==> config.mk <==
export PLATFORM = sky130hd
export DESIGN_NAME = aer_lrf_scatter_seq_flat
export DESIGN_NICKNAME = d
export VERILOG_FILES = /design/src/rtl/aer_lrf_scatter_seq_if.sv /design/src/rtl/aer_lrf_scatter_seq.sv /design/src/flat_wrapper.sv
export SDC_FILE = /design/constraint.sdc
export NUM_CORES = 1
export LEC_CHECK = 0
export BUFFER_PORTS_ARGS = -buffer_cell sky130_fd_sc_hd__buf_2
export CORE_AREA = 2 2 234 236
export DETAILED_ROUTE_END_ITERATION = 7
export DIE_AREA = 0 0 236 238
export MAX_ROUTING_LAYER = met4
export PLACE_DENSITY = 0.48
export RECOVER_POWER = 100
export SKIP_CTS_REPAIR_TIMING = 1
export SYNTH_ARGS = -nofsm -noshare
export SYNTH_HDL_FRONTEND = slang
export SYNTH_SLANG_ARGS = --single-unit
export TNS_END_PERCENT = 5
==> constraint.sdc <==
create_clock -name clk -period 6.1 [get_ports clk]
set_clock_uncertainty 0.1 [all_clocks]
set_input_delay 1.83 -clock clk [delete_from_list [all_inputs] [get_ports clk]]
set_output_delay 1.83 -clock clk [all_outputs]
set_load 0.05 [all_outputs]
==> src/rtl/aer_lrf_scatter_seq_if.sv <==
// Handshake bundle between the input AER router, the LRF scatter mapper and the core array.
// master = router/core-array side, slave = the mapper.
interface aer_lrf_scatter_seq_if #(
    parameter int N_CORES           = 36,
    parameter int MAP_IN_AER_WIDTH  = 10,
    parameter int MAP_OUT_AER_WIDTH = 8
);
    logic                                              MAP_IN_AERIN_REQ;
    logic [MAP_IN_AER_WIDTH-1:0]                       MAP_IN_AERIN_EVENT;
    logic [MAP_IN_AER_WIDTH-3:0]                       MAP_IN_AERIN_IDX;
    logic                                              MAP_IN_AERIN_ACK;
    logic [N_CORES-1:0]                                MAP_OUT_AERIN_REQ;
    logic [N_CORES-1:0][MAP_OUT_AER_WIDTH-1:0]         MAP_OUT_AERIN_EVENT;
    logic [N_CORES-1:0][MAP_OUT_AER_WIDTH-3:0]         MAP_OUT_AERIN_IDX;
    logic [N_CORES-1:0]                                MAP_OUT_AERIN_ACK;
    logic                                              BUSY;
    logic                                              TIMEOUT_ERR;

    modport master (
        output MAP_IN_AERIN_REQ, MAP_IN_AERIN_EVENT, MAP_IN_AERIN_IDX, MAP_OUT_AERIN_ACK,
        input  MAP_IN_AERIN_ACK, MAP_OUT_AERIN_REQ, MAP_OUT_AERIN_EVENT, MAP_OUT_AERIN_IDX,
               BUSY, TIMEOUT_ERR
    );

    modport slave (
        input  MAP_IN_AERIN_REQ, MAP_IN_AERIN_EVENT, MAP_IN_AERIN_IDX, MAP_OUT_AERIN_ACK,
        output MAP_IN_AERIN_ACK, MAP_OUT_AERIN_REQ, MAP_OUT_AERIN_EVENT, MAP_OUT_AERIN_IDX,
               BUSY, TIMEOUT_ERR
    );
endinterface

==> src/rtl/aer_lrf_scatter_seq.sv <==
// Sequential LRF scatter: maps one input AER event to every core whose receptive field holds
// the pixel, runs all hit-core four-phase handshakes in parallel, then acks the input.
module aer_lrf_scatter_seq #(
    parameter int FM_C              = 4,
    parameter int FM_W              = 8,
    parameter int FM_H              = 8,
    parameter int LRF_W             = 3,
    parameter int LRF_H             = 3,
    parameter int STRIDE            = 1,
    parameter int PAD               = 0,
    parameter int MAP_IN_AER_WIDTH  = 10,
    parameter int MAP_OUT_AER_WIDTH = 8,
    parameter int TIMEOUT           = 1023
) (
    input logic                  clk,
    input logic                  rst,
    aer_lrf_scatter_seq_if.slave bus
);
    localparam int CORE_W    = (FM_W + 2*PAD - LRF_W) / STRIDE + 1;
    localparam int CORE_H    = (FM_H + 2*PAD - LRF_H) / STRIDE + 1;
    localparam int N_CORES   = CORE_W * CORE_H;
    localparam int X_BITS    = (FM_W  > 1) ? $clog2(FM_W)  : 1;
    localparam int Y_BITS    = (FM_H  > 1) ? $clog2(FM_H)  : 1;
    localparam int C_BITS    = (FM_C  > 1) ? $clog2(FM_C)  : 1;
    localparam int DX_BITS   = (LRF_W > 1) ? $clog2(LRF_W) : 1;
    localparam int DY_BITS   = (LRF_H > 1) ? $clog2(LRF_H) : 1;
    localparam int OUT_IDX_W = MAP_OUT_AER_WIDTH - 2;
    localparam int AW        = $clog2(((FM_W > FM_H) ? FM_W : FM_H) + 2*PAD + 1);
    localparam int TO_BITS   = (TIMEOUT > 1) ? $clog2(TIMEOUT + 1) : 1;

    typedef enum logic [1:0] {IDLE, CALC, DISPATCH, ACK_IN} state_t;

    state_t                                     state;
    logic [1:0]                                 lat_type;
    logic [C_BITS-1:0]                          lat_c;
    logic [Y_BITS-1:0]                          lat_y;
    logic [X_BITS-1:0]                          lat_x;
    logic                                       in_ack;
    logic                                       busy;
    logic                                       timeout_err;
    logic [N_CORES-1:0]                         out_req;
    logic [N_CORES-1:0]                         pending;
    logic [N_CORES-1:0][MAP_OUT_AER_WIDTH-1:0]  out_event;
    logic [N_CORES-1:0][OUT_IDX_W-1:0]          out_idx;
    logic [TO_BITS-1:0]                         stall_cnt;

    logic [AW-1:0]                              xp, yp;
    logic [N_CORES-1:0]                         hit_mask;
    logic [N_CORES-1:0][OUT_IDX_W-1:0]          hit_idx;
    logic [N_CORES-1:0]                         calc_mask;
    logic [N_CORES-1:0][OUT_IDX_W-1:0]          calc_idx;
    logic [N_CORES-1:0][MAP_OUT_AER_WIDTH-1:0]  calc_event;
    logic [N_CORES-1:0]                         req_next, clear, pend_next;
    logic [TO_BITS-1:0]                         stall_inc;
    logic                                       timeout_hit;
    logic                                       unused_evt_bits;

    assign unused_evt_bits = ^bus.MAP_IN_AERIN_EVENT[MAP_IN_AER_WIDTH-3:0];

    assign xp = AW'(lat_x) + AW'(PAD);
    assign yp = AW'(lat_y) + AW'(PAD);

    // A pixel left of a window wraps the subtraction far above LRF_W, so one compare per axis
    // covers both window bounds.
    for (genvar oy = 0; oy < CORE_H; oy++) begin : g_row
        for (genvar ox = 0; ox < CORE_W; ox++) begin : g_col
            localparam logic [AW-1:0] X_BASE = AW'(ox * STRIDE);
            localparam logic [AW-1:0] Y_BASE = AW'(oy * STRIDE);
            logic [AW-1:0] dx_full, dy_full;

            assign dx_full = xp - X_BASE;
            assign dy_full = yp - Y_BASE;
            assign hit_mask[oy*CORE_W + ox] = (dx_full < AW'(LRF_W)) && (dy_full < AW'(LRF_H));
            assign hit_idx[oy*CORE_W + ox]  =
                OUT_IDX_W'({lat_c, dy_full[DY_BITS-1:0], dx_full[DX_BITS-1:0]});
        end
    end

    // NOTE: every variable gets a default before the case so no path holds an old value,
    // which would otherwise infer a latch.
    always_comb begin
        calc_mask  = '0;
        calc_idx   = '0;
        calc_event = '0;
        unique case (lat_type)
            2'b00: begin
                calc_mask = hit_mask;
                calc_idx  = hit_idx;
                for (int i = 0; i < N_CORES; i++) calc_event[i] = {lat_type, hit_idx[i]};
            end
            2'b01, 2'b10: begin
                calc_mask = '1;
                for (int i = 0; i < N_CORES; i++) calc_event[i] = {lat_type, {OUT_IDX_W{1'b1}}};
            end
            default: ;
        endcase
    end

    // A core's handshake is complete once both its REQ and ACK are back low.
    assign req_next    = out_req & ~bus.MAP_OUT_AERIN_ACK;
    assign clear       = pending & ~out_req & ~bus.MAP_OUT_AERIN_ACK;
    assign pend_next   = pending & ~clear;
    assign stall_inc   = stall_cnt + 1'b1;
    assign timeout_hit = (TIMEOUT != 0) && (clear == '0) && (stall_inc == TO_BITS'(TIMEOUT));

    // NOTE: sequential state uses non-blocking <= so every flop samples pre-edge values,
    // independent of statement order.
    always_ff @(posedge clk or posedge rst) begin
        if (rst) begin
            state       <= IDLE;
            lat_type    <= '0;
            lat_c       <= '0;
            lat_y       <= '0;
            lat_x       <= '0;
            in_ack      <= 1'b0;
            busy        <= 1'b0;
            timeout_err <= 1'b0;
            out_req     <= '0;
            pending     <= '0;
            stall_cnt   <= '0;
            // NOTE: the per-core EVENT/IDX banks drive module outputs, so they are reset
            // like any other register rather than left as unreset storage.
            out_event   <= '0;
            out_idx     <= '0;
        end else begin
            timeout_err <= 1'b0;
            unique case (state)
                IDLE: begin
                    if (bus.MAP_IN_AERIN_REQ) begin
                        lat_type <= bus.MAP_IN_AERIN_EVENT[MAP_IN_AER_WIDTH-1 -: 2];
                        lat_x    <= bus.MAP_IN_AERIN_IDX[X_BITS-1:0];
                        lat_y    <= bus.MAP_IN_AERIN_IDX[X_BITS +: Y_BITS];
                        lat_c    <= bus.MAP_IN_AERIN_IDX[X_BITS+Y_BITS +: C_BITS];
                        busy     <= 1'b1;
                        state    <= CALC;
                    end
                end
                CALC: begin
                    out_event <= calc_event;
                    out_idx   <= calc_idx;
                    stall_cnt <= '0;
                    if (calc_mask == '0) begin
                        in_ack <= 1'b1;
                        state  <= ACK_IN;
                    end else begin
                        pending <= calc_mask;
                        out_req <= calc_mask;
                        state   <= DISPATCH;
                    end
                end
                DISPATCH: begin
                    if (pend_next == '0) begin
                        out_req <= '0;
                        pending <= '0;
                        in_ack  <= 1'b1;
                        state   <= ACK_IN;
                    end else if (timeout_hit) begin
                        out_req     <= '0;
                        pending     <= '0;
                        timeout_err <= 1'b1;
                        in_ack      <= 1'b1;
                        state       <= ACK_IN;
                    end else begin
                        out_req   <= req_next;
                        pending   <= pend_next;
                        stall_cnt <= (clear != '0) ? '0 : stall_inc;
                    end
                end
                ACK_IN: begin
                    if (!bus.MAP_IN_AERIN_REQ) begin
                        in_ack <= 1'b0;
                        busy   <= 1'b0;
                        state  <= IDLE;
                    end
                end
                default: state <= IDLE;
            endcase
        end
    end

    assign bus.MAP_IN_AERIN_ACK    = in_ack;
    assign bus.MAP_OUT_AERIN_REQ   = out_req;
    assign bus.MAP_OUT_AERIN_EVENT = out_event;
    assign bus.MAP_OUT_AERIN_IDX   = out_idx;
    assign bus.BUSY                = busy;
    assign bus.TIMEOUT_ERR         = timeout_err;
endmodule

==> src/flat_wrapper.sv <==
// flat-port wrapper written by rule: the top's interface ports become plain ports
module aer_lrf_scatter_seq_flat 
#(
    parameter int FM_C              = 4,
    parameter int FM_W              = 8,
    parameter int FM_H              = 8,
    parameter int LRF_W             = 3,
    parameter int LRF_H             = 3,
    parameter int STRIDE            = 1,
    parameter int PAD               = 0,
    parameter int MAP_IN_AER_WIDTH  = 10,
    parameter int MAP_OUT_AER_WIDTH = 8,
    parameter int TIMEOUT           = 1023
)
  (clk, rst, bus_MAP_IN_AERIN_REQ, bus_MAP_IN_AERIN_EVENT, bus_MAP_IN_AERIN_IDX, bus_MAP_OUT_AERIN_ACK, bus_MAP_IN_AERIN_ACK, bus_MAP_OUT_AERIN_REQ, bus_MAP_OUT_AERIN_EVENT, bus_MAP_OUT_AERIN_IDX, bus_BUSY, bus_TIMEOUT_ERR);
  aer_lrf_scatter_seq_if #(.N_CORES(36), .MAP_IN_AER_WIDTH(MAP_IN_AER_WIDTH), .MAP_OUT_AER_WIDTH(MAP_OUT_AER_WIDTH)) bus_i ();
  input logic clk;
  input logic rst;
  input wire logic [$bits(bus_i.MAP_IN_AERIN_REQ)-1:0] bus_MAP_IN_AERIN_REQ;
  input wire logic [$bits(bus_i.MAP_IN_AERIN_EVENT)-1:0] bus_MAP_IN_AERIN_EVENT;
  input wire logic [$bits(bus_i.MAP_IN_AERIN_IDX)-1:0] bus_MAP_IN_AERIN_IDX;
  input wire logic [$bits(bus_i.MAP_OUT_AERIN_ACK)-1:0] bus_MAP_OUT_AERIN_ACK;
  output wire logic [$bits(bus_i.MAP_IN_AERIN_ACK)-1:0] bus_MAP_IN_AERIN_ACK;
  output wire logic [$bits(bus_i.MAP_OUT_AERIN_REQ)-1:0] bus_MAP_OUT_AERIN_REQ;
  output wire logic [$bits(bus_i.MAP_OUT_AERIN_EVENT)-1:0] bus_MAP_OUT_AERIN_EVENT;
  output wire logic [$bits(bus_i.MAP_OUT_AERIN_IDX)-1:0] bus_MAP_OUT_AERIN_IDX;
  output wire logic [$bits(bus_i.BUSY)-1:0] bus_BUSY;
  output wire logic [$bits(bus_i.TIMEOUT_ERR)-1:0] bus_TIMEOUT_ERR;
  assign bus_i.MAP_IN_AERIN_REQ = bus_MAP_IN_AERIN_REQ;
  assign bus_i.MAP_IN_AERIN_EVENT = bus_MAP_IN_AERIN_EVENT;
  assign bus_i.MAP_IN_AERIN_IDX = bus_MAP_IN_AERIN_IDX;
  assign bus_i.MAP_OUT_AERIN_ACK = bus_MAP_OUT_AERIN_ACK;
  assign bus_MAP_IN_AERIN_ACK = bus_i.MAP_IN_AERIN_ACK;
  assign bus_MAP_OUT_AERIN_REQ = bus_i.MAP_OUT_AERIN_REQ;
  assign bus_MAP_OUT_AERIN_EVENT = bus_i.MAP_OUT_AERIN_EVENT;
  assign bus_MAP_OUT_AERIN_IDX = bus_i.MAP_OUT_AERIN_IDX;
  assign bus_BUSY = bus_i.BUSY;
  assign bus_TIMEOUT_ERR = bus_i.TIMEOUT_ERR;
  aer_lrf_scatter_seq #(.FM_C(FM_C), .FM_W(FM_W), .FM_H(FM_H), .LRF_W(LRF_W), .LRF_H(LRF_H), .STRIDE(STRIDE), .PAD(PAD), .MAP_IN_AER_WIDTH(MAP_IN_AER_WIDTH), .MAP_OUT_AER_WIDTH(MAP_OUT_AER_WIDTH), .TIMEOUT(TIMEOUT)) u_core (.clk(clk), .rst(rst), .bus(bus_i));
endmodule
* Word-level counts from Yosys, hierarchy flattened
Index checks and enable logic that the tools add are counted.
** Operators by class
- Add/sub/neg operators :: 11
- Multipliers :: 0
- Divide/modulo/power cells :: 0
- Magnitude comparators :: 12
- Equality and inequality tests :: 13
- Shift operators :: 0
- Mux-type cells :: 30
- Bitwise operators :: 7
- Reduce and logical (&&, ||, !) cells :: 53
** Operators with widths (count)
- $pmux W288 S2 :: 1
- $mux W216 :: 1
- $pmux W36 S2 :: 3
- $mux W36 :: 5
- $and A36 B36 Y36 :: 4
- $logic_not A36 Y1 :: 3
- $not A36 Y36 :: 3
- $lt A4 B2 Y1 const B :: 10
- $logic_and A1 B1 Y1 :: 37
- $reduce_bool A36 Y1 :: 1
- $mux W10 :: 3
- $pmux W10 S2 :: 1
- $sub A3 B2 Y4 const B :: 4
- $sub A3 B3 Y4 const B :: 4
- $add A10 B1 Y10 const B :: 1
- $eq A10 B10 Y1 const B :: 1
- $ne A2 B2 Y1 const B :: 5
- $mux W1 :: 9
- $reduce_and A3 Y1 :: 3
- $mux W2 :: 4
- $pmux W2 S4 :: 1
- $sub A3 B1 Y4 const B :: 2
- $eq A2 B2 Y1 const B :: 3
- $lt A3 B2 Y1 const B :: 2
- 11 further kinds :: 15
** Word-level totals
- Register bits after elaboration :: 601
- Bits in latches :: 0
- Bits in writable memories :: 0
- Memory bits (read-only) :: 0
- Word-level logic and storage cells :: 209
- Memories :: 0

* Logic depth before layout (Yosys ltp)
- Depth in word-level cells :: 8
- Depth in mapped cells :: 13
- Gate-level depth less buffers :: 10

* Worst setup path before layout
No wires, ideal clock.
- Kind :: input-to-reg
- Start point :: in bus_MAP_OUT_AERIN_ACK[32]
- End point :: reg u_core.state[1]
- Setup time :: 0.125 ns
- Arrival :: 3.703 ns
- Required time :: 5.875 ns
- Setup slack :: 2.172 ns
- Stages :: 8
- Path through :: nor2_1 > a2111oi_0 > nand4_1 > or3_1 > o211ai_1 > buf_2 > o21a_1 > mux2_2
** On the way
- Longest elaborated chain between the ends :: 7
** RTL lines
- start, declared :: line flat_wrapper.sv:22 : input wire logic [$bits(bus_i.MAP_OUT_AERIN_ACK)-1:0] bus_MAP_OUT_AERIN_ACK;
- $not A36 Y36 * :: line aer_lrf_scatter_seq.sv:101 : assign clear = pending & ~out_req & ~bus.MAP_OUT_AERIN_ACK;
- $and A36 B36 Y36 * :: line aer_lrf_scatter_seq.sv:101
- $not A36 Y36 :: line aer_lrf_scatter_seq.sv:102 : assign pend_next = pending & ~clear;
- $and A36 B36 Y36 :: line aer_lrf_scatter_seq.sv:102
- $logic_not A36 Y1 :: line aer_lrf_scatter_seq.sv:152 : if (pend_next == '0) begin
- $mux W2 or $ne A3 B1 Y1 (tied branches)
- $pmux W2 S4 or $reduce_and A3 Y1 (tied branches)
- end signal, assigned :: line aer_lrf_scatter_seq.sv:110 : state <= IDLE;
- end signal, assigned :: line aer_lrf_scatter_seq.sv:135 : state <= CALC;
- end signal, assigned :: line aer_lrf_scatter_seq.sv:156 : state <= ACK_IN;
- end, declared :: line aer_lrf_scatter_seq.sv:33 : state_t state;
Mark *: on every way between the ends. The rest lies on a longest branch, timed or not.
A chain may end at the register's enable or synchronous reset.

* Worst setup path after layout
- Start point :: reg u_core.lat_x[1]
- End point :: reg u_core.pending[35]
** On the way
- Longest elaborated chain between the ends :: 7
** RTL lines
- start, declared :: line aer_lrf_scatter_seq.sv:37 : logic [X_BITS-1:0] lat_x;
- start signal, assigned :: line aer_lrf_scatter_seq.sv:131 : lat_x <= bus.MAP_IN_AERIN_IDX[X_BITS-1:0];
- $sub A3 B1 Y4 (tied with other cells) :: line aer_lrf_scatter_seq.sv:71 : assign dx_full = xp - X_BASE;
- $lt A4 B2 Y1 :: line aer_lrf_scatter_seq.sv:73 : assign hit_mask[oy*CORE_W + ox] = (dx_full < AW'(LRF_W)) && (dy_full < AW'(LRF_H));
- $logic_and A1 B1 Y1 :: line aer_lrf_scatter_seq.sv:73
- $pmux W36 S2 * :: line aer_lrf_scatter_seq.sv:85 : unique case (lat_type)
- $logic_not A36 Y1 :: line aer_lrf_scatter_seq.sv:142 : if (calc_mask == '0) begin
- $ne A2 B2 Y1 (no line)
- $reduce_and A2 Y1 (no line)
- end signal, assigned :: line aer_lrf_scatter_seq.sv:146 : pending <= calc_mask;
- end signal, assigned :: line aer_lrf_scatter_seq.sv:165 : pending <= pend_next;
- end, declared :: line aer_lrf_scatter_seq.sv:42 : logic [N_CORES-1:0] pending;
Mark *: on every way between the ends. The rest lies on a longest branch, timed or not. The select of a mux whose other input is x is not followed.

==> flow_metrics.tcl <==
set metrics [dict create \
    r2r_start "u_core.lat_x[1]$_DFFE_PP0P_" \
    syn-cell-area_um2 10940 \
    crit_path_top_delay_cell "nor2_2" \
    cts.htree.levels 4 \
    synth_top_area_share_pct 32.60 \
    postSynthAreaPerCell_um2 8.793 \
    drive_above_1_share_pct 11.23 \
    synth_warnings 0 \
    rsz0062_at_grt "no" \
    placed_area_um2 11100 \
    final_common_cell "clkbuf_1" \
    cts_tree "done" \
    ys_top_cells_by_area "buf_4 (33%), dfrtp_1 (29%), ha_1 (3.8%)" \
    crit_start "u_core.lat_x[1]$_DFFE_PP0P_" \
    pre_cts_slack_ps 1150 \
    num_vias 8670 \
    syn-instance-count 1244 \
    vias_per_cell 4.225 \
    tightestPinTransition_ps 3561 \
    path_cells "inv_1 > ha_1 > nor2b_1 > nor2_1 > or4b_1 > a22o_1 > o41a_1 > buf_4 > nor2_2 > a211o_1" \
    synthFlopType "dfrtp_1" \
    cp_slowest_stage_delay_ps 1510 \
    cp_num_buf_inv 2 \
    drt_wl_total_um 36380 \
    drt-pass1-iter-count 5 \
    final_area_um2 10970 \
    tns_ps 0 \
    post-route-drc-count 0 \
    post-dp-hpwl_um 26640 \
    end_kind "flop" \
    timing.slew.headroom_pct -138.7 \
    grt_start_max_net_pins 76 \
    critPathKind "flop to flop" \
    dr.first_iter.drc_count 397 \
    die_h_um 238 \
    areaGrowthSynthToFinish_pct 0.2863 \
    fillers 6262 \
    final_cell_mix "clkbuf_1 (546), dfrtp_1 (127), nor2_1 (96)" \
    failed_checks "max-capacitance violations, max-slew violations" \
    synth_edf_count 0 \
    core_um2 53500 \
    cts.clk_slew.worst_paths_ps 60 \
    holdCritStartpoint "u_core.pending[35]$_DFFE_PP0P_" \
    start_kind "flop" \
    nNetsFinal 1432 \
    hold_class "flop to flop" \
    grt_use_total_pct 12.34 \
    maxSlewViolCount 147 \
    period_needed_ps 5166 \
    synth_top_area_cell "buf_4" \
    synth_nets 1334 \
    fin_crit_sh_pct 84.68 \
    setup_violations 0 \
    cts-root-buf "clkbuf_16" \
    fmax_mhz 193.6 \
    cp_max_fo 37 \
    holdWs_ps 404.1 \
    ys_seq_elements 127 \
    yosysSeqAreaShare_pct 29.06 \
    required_ps 6380 \
    antenna_found_initial 3 \
    clockBufferDepth 2 \
    cp_top_family "simple AND/OR/NAND/NOR gates" \
    boundaryPins 600 \
    initial_core_util_pct 20.45 \
    cp.arrival_ps 5440 \
    cts_buffers 17 \
    grt_overflow 0 \
    die_x_um 236 \
    cts_sinks 127 \
    dieArea_um2 56170 \
    io_buffers 591 \
    wl_per_cell_um 17.73 \
    async_flop_share_pct 100.0 \
    synth.distinct_cells 61 \
    cap_viol_max_count 3 \
    fin_ws_ps 934.5 \
    gp_congestion 0.8039 \
    status "finished, violations left" \
    grt_pass1_wl_um 49930 \
    grt_pass1_vias 7306 \
    final_antenna_net_count 0 \
    num_rows 85 \
    hold_viol 0 \
    clk_latency_ps 440 \
]
cells in the mapped netlist (3+ instances only):
cell type and count:
clkbuf_1 22, nor4_1 4, buf_6 4, o211ai_1 3
nor2b_1 3, a31oi_1 15, a22oi_1 8, nor3_2 10
nor3b_1 22, or2_2 3, inv_1 28, buf_2 16
a21o_1 38, nor2_2 3, nor3_1 28, dfrtp_1 127
o22a_1 4, nand2b_1 4, ha_1 33, a2111oi_0 6
buf_4 475, nand3_1 15, nand4_1 13, o21a_1 5
a211o_1 37, a21oi_1 33, o21ai_0 57, mux2_2 34
o22ai_1 39, nand2_1 8, buf_1 7, nor2_1 97
per-layer routing:
layer | global-route usage, % | wire, um
met3 | 2.765 | 2239
met5 | - | 0
met4 | 3.185 | 446
met2 | 20.77 | 18430
met1 | 14.89 | 15260
through the flow:
step | cells | util (%)
final | 2052 | 20.51
after global routing | 2052 | 20.51
after CTS | 2050 | 21.81
after detailed placement | 2019 | 20.75
after global placement | 2019 | 20.75
after floorplan | 1244 | -
worst reg2reg max path: cells and delay by family, from the launching register on:
kind	cells	cell delay, ps
buffers and inverters	2	540
and+or+nand+nor	4	2400
DFF	1	650
AOI/OAI and AO/OA	3	1070
adders and majority gates	1	350
path summary, 6_finish.rpt:
kind                                                                  to  slack, ps  cells after the start
setup reg to reg                          u_core.pending[35]$_DFFE_PP0P_        930                     10
setup / recovery                          u_core.pending[35]$_DFFE_PP0P_        930                     10
min in group asynchronous  u_core.bus.MAP_OUT_AERIN_IDX[177]$_DFFE_PP0P_       2330                      2
hold / removal                            u_core.pending[35]$_DFFE_PP0P_        400                      1
max in group asynchronous                 u_core.pending[15]$_DFFE_PP0P_       1460                      3
hold reg to reg                           u_core.pending[35]$_DFFE_PP0P_        400                      1
area by class of cell:
type	count	area (um^2)	area share, %
Clock buffer	19	452.9	4.129
Timing Repair Buffer	605	2387	21.76
Tap cell	696	870.8	7.939
Multi-Input combinational cell	562	3852	35.12
Antenna cell	2	5.005	0.04563
Sequential cell	127	3178	28.97
Inverter	29	110.1	1.004
Clock inverter	12	112.6	1.027
registers in the layout, indices dropped and copies added, names as in the netlist:
register                        flops
u_core.bus.BUSY                     1
u_core.bus.MAP_OUT_AERIN_EVENT     16
u_core.bus.TIMEOUT_ERR              1
u_core.bus.MAP_OUT_AERIN_IDX       14
u_core.lat_type                     2
u_core.bus.MAP_IN_AERIN_ACK         1
u_core.lat_c                        2
u_core.lat_x                        3
u_core.state                        2
u_core.stall_cnt                   10
u_core.pending                     36
u_core.bus.MAP_OUT_AERIN_REQ       36
u_core.lat_y                        3
logic make-up after synthesis:
group,count (synthesis),synth area share (%)
buffers and inverters,555,35.83
AND/OR/NAND/NOR,226,10.87
multiplexers,34,3.500
AO/OA/AOI/OAI,269,16.98
adder cells (fa/ha/maj),33,3.775
flip-flops,127,29.06
Power is left out: the tool's default activity adds up to more than one toggle a clock period on the data nets, which glitch-free logic cannot reach.
